## src/rtl/abc_rr_arbiter.sv

```systemverilog
// ---------------------------------------------------------------------------
// abc_rr_arbiter
//
// Round-robin arbiter that shares one state-machine resource between three
// requesters A, B and C. A grant is held until the resource reports done, the
// grantee drops its request, or MAX_HOLD cycles have elapsed. Every release is
// followed by one dead REL cycle (grant=000) so the resource can turn around.
//
// State table:
//   state  | code | meaning
//   IDLE   | 000  | nothing granted, arbitrate every edge
//   GNT_A  | 001  | requester A owns the resource
//   GNT_B  | 010  | requester B owns the resource
//   GNT_C  | 011  | requester C owns the resource
//   REL    | 100  | one-cycle turnaround after a release, then arbitrate
//   (101-111 are illegal and fall back to IDLE)
//
// Ports:
//   clk      in   system clock, rising edge
//   rst      in   synchronous reset, active low
//   A, B, C  in   requests from requesters 0, 1, 2
//   done     in   one-cycle completion pulse from the shared resource
//   grant    out  one-hot grant {C,B,A}, registered
//   state    out  current state code, registered
//   y        out  resource enable (|grant), registered
//   timeout  out  one-cycle pulse on a release forced by MAX_HOLD
// ---------------------------------------------------------------------------
module abc_rr_arbiter #(
    parameter int unsigned MAX_HOLD = 8,
    parameter int unsigned CNT_W    = 8
) (
    input  logic       clk,
    input  logic       rst,
    input  logic       A,
    input  logic       B,
    input  logic       C,
    input  logic       done,
    output logic [2:0] grant,
    output logic [2:0] state,
    output logic       y,
    output logic       timeout
);

    typedef enum logic [2:0] {
        IDLE  = 3'b000,
        GNT_A = 3'b001,
        GNT_B = 3'b010,
        GNT_C = 3'b011,
        REL   = 3'b100
    } state_t;

    localparam logic [CNT_W-1:0] HOLD_LAST = CNT_W'(MAX_HOLD - 1);

    // Requester indices; the pointer holds the index of the last grantee.
    localparam logic [1:0] IDX_A = 2'd0;
    localparam logic [1:0] IDX_B = 2'd1;
    localparam logic [1:0] IDX_C = 2'd2;

    state_t           state_q, state_d;
    logic [2:0]       grant_q, grant_d;
    logic             y_q, y_d;
    logic             timeout_q, timeout_d;
    logic [CNT_W-1:0] cnt_q, cnt_d;
    logic [1:0]       last_q, last_d;

    logic [2:0]       req;
    logic             arb_hit;
    logic [1:0]       arb_idx;
    logic [1:0]       cur_idx;
    logic             rel_done, rel_drop, rel_max;

    assign req = {C, B, A};

    // Round-robin pick: search starts at the requester after the last grantee.
    always_comb begin
        arb_hit = 1'b0;
        arb_idx = IDX_A;
        unique case (last_q)
            IDX_A: begin
                if (req[1])      begin arb_hit = 1'b1; arb_idx = IDX_B; end
                else if (req[2]) begin arb_hit = 1'b1; arb_idx = IDX_C; end
                else if (req[0]) begin arb_hit = 1'b1; arb_idx = IDX_A; end
            end
            IDX_B: begin
                if (req[2])      begin arb_hit = 1'b1; arb_idx = IDX_C; end
                else if (req[0]) begin arb_hit = 1'b1; arb_idx = IDX_A; end
                else if (req[1]) begin arb_hit = 1'b1; arb_idx = IDX_B; end
            end
            default: begin
                if (req[0])      begin arb_hit = 1'b1; arb_idx = IDX_A; end
                else if (req[1]) begin arb_hit = 1'b1; arb_idx = IDX_B; end
                else if (req[2]) begin arb_hit = 1'b1; arb_idx = IDX_C; end
            end
        endcase
    end

    // GNT_A/B/C codes are index+1, so the grantee index falls out of the code.
    assign cur_idx  = 2'(state_q[1:0] - 2'd1);
    assign rel_done = done;
    assign rel_drop = ~req[cur_idx];
    assign rel_max  = (cnt_q == HOLD_LAST);

    always_comb begin
        state_d   = IDLE;
        grant_d   = 3'b000;
        timeout_d = 1'b0;
        cnt_d     = cnt_q;
        last_d    = last_q;

        unique case (state_q)
            IDLE, REL: begin
                cnt_d = '0;
                if (arb_hit) begin
                    state_d = state_t'({1'b0, 2'(arb_idx + 2'd1)});
                    grant_d = 3'b001 << arb_idx;
                end
            end
            GNT_A, GNT_B, GNT_C: begin
                if (rel_done || rel_drop || rel_max) begin
                    state_d   = REL;
                    last_d    = cur_idx;
                    cnt_d     = '0;
                    // Only a pure hold-time expiry counts as a timeout.
                    timeout_d = rel_max && !rel_done && !rel_drop;
                end else begin
                    state_d = state_q;
                    grant_d = 3'b001 << cur_idx;
                    cnt_d   = cnt_q + 1'b1;
                end
            end
            default: begin
                cnt_d = '0;
            end
        endcase

        y_d = |grant_d;
    end

    always_ff @(posedge clk) begin
        if (!rst) begin
            state_q   <= IDLE;
            grant_q   <= 3'b000;
            y_q       <= 1'b0;
            timeout_q <= 1'b0;
            cnt_q     <= '0;
            last_q    <= IDX_C;
        end else begin
            state_q   <= state_d;
            grant_q   <= grant_d;
            y_q       <= y_d;
            timeout_q <= timeout_d;
            cnt_q     <= cnt_d;
            last_q    <= last_d;
        end
    end

    assign grant   = grant_q;
    assign state   = state_q;
    assign y       = y_q;
    assign timeout = timeout_q;

endmodule

```

## config.mk

```make
export PLATFORM = sky130hd
export DESIGN_NAME = abc_rr_arbiter
export DESIGN_NICKNAME = d
export VERILOG_FILES = /design/src/rtl/abc_rr_arbiter.sv
export SDC_FILE = /design/constraint.sdc
export NUM_CORES = 1
export LEC_CHECK = 0
export BUFFER_PORTS_ARGS = -buffer_cell sky130_fd_sc_hd__buf_2
export CORE_MARGIN = 4
export CORE_UTILIZATION = 30
export CTS_BUF_LIST = sky130_fd_sc_hd__clkbuf_2
export DETAILED_ROUTE_END_ITERATION = 10
export GPL_TIMING_DRIVEN = 1
export PLACE_DENSITY_LB_ADDON = 0.05
export SYNTH_ARGS = -nofsm -noshare
export SYNTH_HDL_FRONTEND = slang
export SYNTH_SLANG_ARGS = --single-unit
```

## constraint.sdc

```tcl
create_clock -name clk -period 2.3 [get_ports clk]
set_clock_uncertainty 0.2 [all_clocks]
set_input_delay 0.23 -clock clk [delete_from_list [all_inputs] [get_ports clk]]
set_output_delay 0.23 -clock clk [all_outputs]
set_load 0.005 [all_outputs]
```

==> results by group <==
Final layout
  • Final #Nets: 136
  • Final Non-Filler Cells: 152
  • Final core utilization: 37.7%
  • Ant. Diodes: 0
  • Most common cell after layout, fill and taps aside: dfxtp_1
  • Layout cell share with drive strength beyond 1: 21.5%
  • Area delta synth->final: 16.4%
  • Commonest non-fill, non-tap cells in the layout: 16 x dfxtp_1, 13 x buf_2, 11 x nor2_1

CTS
  • Post-CTS Hold Fix Bufs: 0
  • Num CTS Buffers: 3
  • CTS root buf: clkbuf_2
  • Worst-Skew Late Latency: 0.29 ns
  • CTS clk-pin slew, worst paths: 0.18 ns
  • CTS tree: yes
  • H-Tree Depth: 1
  • Clk buf depth: 2
  • Clk sinks: 18

Global routing
  • Largest net degree at the start of global routing: 12
  • Vias in the first global route: 765
  • First-pass GRT wire length: 3420 um
  • GRT overflow: 0
  • Gr usage total: 10.9%
  • Initial antenna violation count: 0

Logic synthesis
  • Area contributors post-synth: dfxtp_1 39%, ha_1 11%, nor2_1 4.5%
  • Synth cell types: 35
  • Synthesized area: 917 um^2
  • Warnings from Yosys: 0
  • Top cell type by total area after synthesis: dfxtp_1
  • Yosys reg bits: 18
  • Async SR Flop Fraction: 0%
  • Top_reg_cell synth: dfxtp_1
  • Syn nets: 116
  • Register area share after synthesis: 39.3%
  • Syn_area_per_cell: 8.99 um^2
  • Syn Inst Count: 102
  • Yosys top cell area share: 39.3%
  • Post-synth EDFFs: 0

STA
  • Final slew viol count: 0
  • Max Freq: 471 MHz
  • Setup-failing EPs final: 0
  • Final hold vios: 0
  • Fin crit share: 92.3%
  • Rel. slew slack: 75.3%
  • Worst-Margin Slew: 0.368 ns
  • RSZ-0062 raised after global routing: false
  • Final worst path period need: 2.12 ns
  • Setup TNS Final: 0 ns

Critical path
  • Worst Setup Path Type: flip-flop to flip-flop
  • Cell Chain, Critical Path: inv_1 -> ha_1 -> mux2i_1 -> a211o_1 -> nor3_1 -> buf_4 -> mux2i_1
  • Reg2reg end: state[1]
  • Worst setup EP type: flip-flop
  • Slowest CP cell: dfxtp_2
  • Crit path max fanout: 5
  • Critical Path AT: 2.16 ns
  • R2R Path Start: state[1]
  • Worst Setup SP: state[1]
  • CP endpoint: state[1]
  • Critical path launch point type: flip-flop
  • Critical Path RT: 2.33 ns
  • Slowest Stage Delay on Critical Path: 0.40 ns
  • Reg2Reg Depth: 7
  • CP most frequent cell: mux2i_1
  • R2R Setup Slk: 0.18 ns

Die
  • Die area: 0.00401 mm^2
  • Initial Util: 32.4%
  • Row cnt: 19
  • CORE AREA: 0.00283 mm^2
  • Top Ports: 14
  • Die span in x: 63.3 um
  • Chip Height: 63.3 um

Run status
  • Status: finished, final reports clean

Route
  • First drt pass iteration count: 4
  • Vias per inst: 5.16
  • Routed Antenna Nets: 0
  • Wirelength, routed: 2020 um
  • Vias: 784
  • DRC Markers: 0
  • Detailed Route Iter0 Violations: 48
  • Wire length per cell: 13.3 um

Placement
  • RD Place Congestion: 0.722
  • HPWL after DPL: 1580 um
  • Port bufs: 13
  • Placed cell count: 147

Worst hold path
  • Hold Crit Class: input pin to flip-flop

Run
  • Max-cap violations: 0

Power and ir drop
  • VDD IR max: 0.000266 V
  • Power Dens Cells: 620 mW/mm^2
  • P_leak: 0.468 nW
## cell usage after synthesis, types with 2 or more instances
library cell and n:
a211oi_1 2, nand2_1 5, nor2_1 11, ha_1 8
a21oi_1 5, xor2_1 4, o31ai_1 2, nor3_1 5
nand3_1 6, o21ai_0 2, mux2i_1 2, xnor2_1 2
a32o_1 3, dfxtp_1 18, inv_1 7
## flip-flops by register name, summed over array words and instances (netlist names)
name,flops
state,3
grant,3
last_q,2
y,1
cnt_q,8
timeout,1
## kinds of logic after synthesis
kind of cell	synth area share (%)
compound gates	19.0
xor+xnor	5.73
fa+ha+maj	10.9
buf+inv	4.23
flops	39.3
mux	2.18
simple gates	18.7
## what timing repair did
item,4_1_cts,5_1_grt
gates resized for setup,0,2
setup endpoints to repair,0,9
setup buffers,0,1
## area by class of cell
cell class	instances	area (um^2)
repair buffers	18	103
clock buffers	3	15.0
flip-flops and latches	18	363
inverters	7	26.3
well taps	31	38.8
multi-input cells	74	518
clock inverters	1	3.75
fillers	303	1760
## layer usage
metal | track usage [%] | share of wire (%) | up-vias | routed length, um
li1 | - | - | 403 | -
met1 | 12.4 | 44 | 359 | 886
met2 | 18.7 | 49 | 20 | 988
met3 | 3.37 | 6.1 | 2 | 122
met4 | 4.85 | 0.84 | 0 | 17
met5 | 0 | 0 | - | 0
## power breakdown
part           internal [W]  switching (W)  total [W]
sequential         0.000336      0.0000146   0.000350
combinational     0.0000778      0.0000982   0.000176
clock             0.0000378      0.0000975   0.000135
## worst min path at each step
stage	from	end	slack [ns]	cells after the start
2_1_floorplan	cnt_q[0]	cnt_q[0]	0.21	1
3_3_place_gp	cnt_q[0]	cnt_q[0]	0.24	1
3_5_place_dp	cnt_q[0]	cnt_q[0]	0.25	1
4_1_cts	rst	last_q[0]	0.04	2
5_1_grt	rst	last_q[0]	0.02	2
6_report	rst	last_q[0]	0.06	2
## metrics by stage
step	setup WS [ns]	instance area, um^2	total power, W	hold WS, ns
after floorplan	0.153	917	0.000469	0.213
after global placement	0.145	1040	0.000535	0.244
after detailed placement	0.103	1040	0.000532	0.247
after CTS	0.0596	1060	0.000669	0.0427
after global routing	0.0426	1070	0.000715	0.0245
final	0.177	1070	0.000661	0.0622
## critical path: cells and delay by family (launching register included)
| family | cells | cell delay (ns) |
|---|---|---|
| muxes | 2 | 0.33 |
| buffers and inverters | 2 | 0.24 |
| DFF | 1 | 0.40 |
| and+or+nand+nor | 1 | 0.20 |
| AOI/OAI and AO/OA | 1 | 0.37 |
| adders and majority gates | 1 | 0.32 |
(Power assumes the default switching activity.)
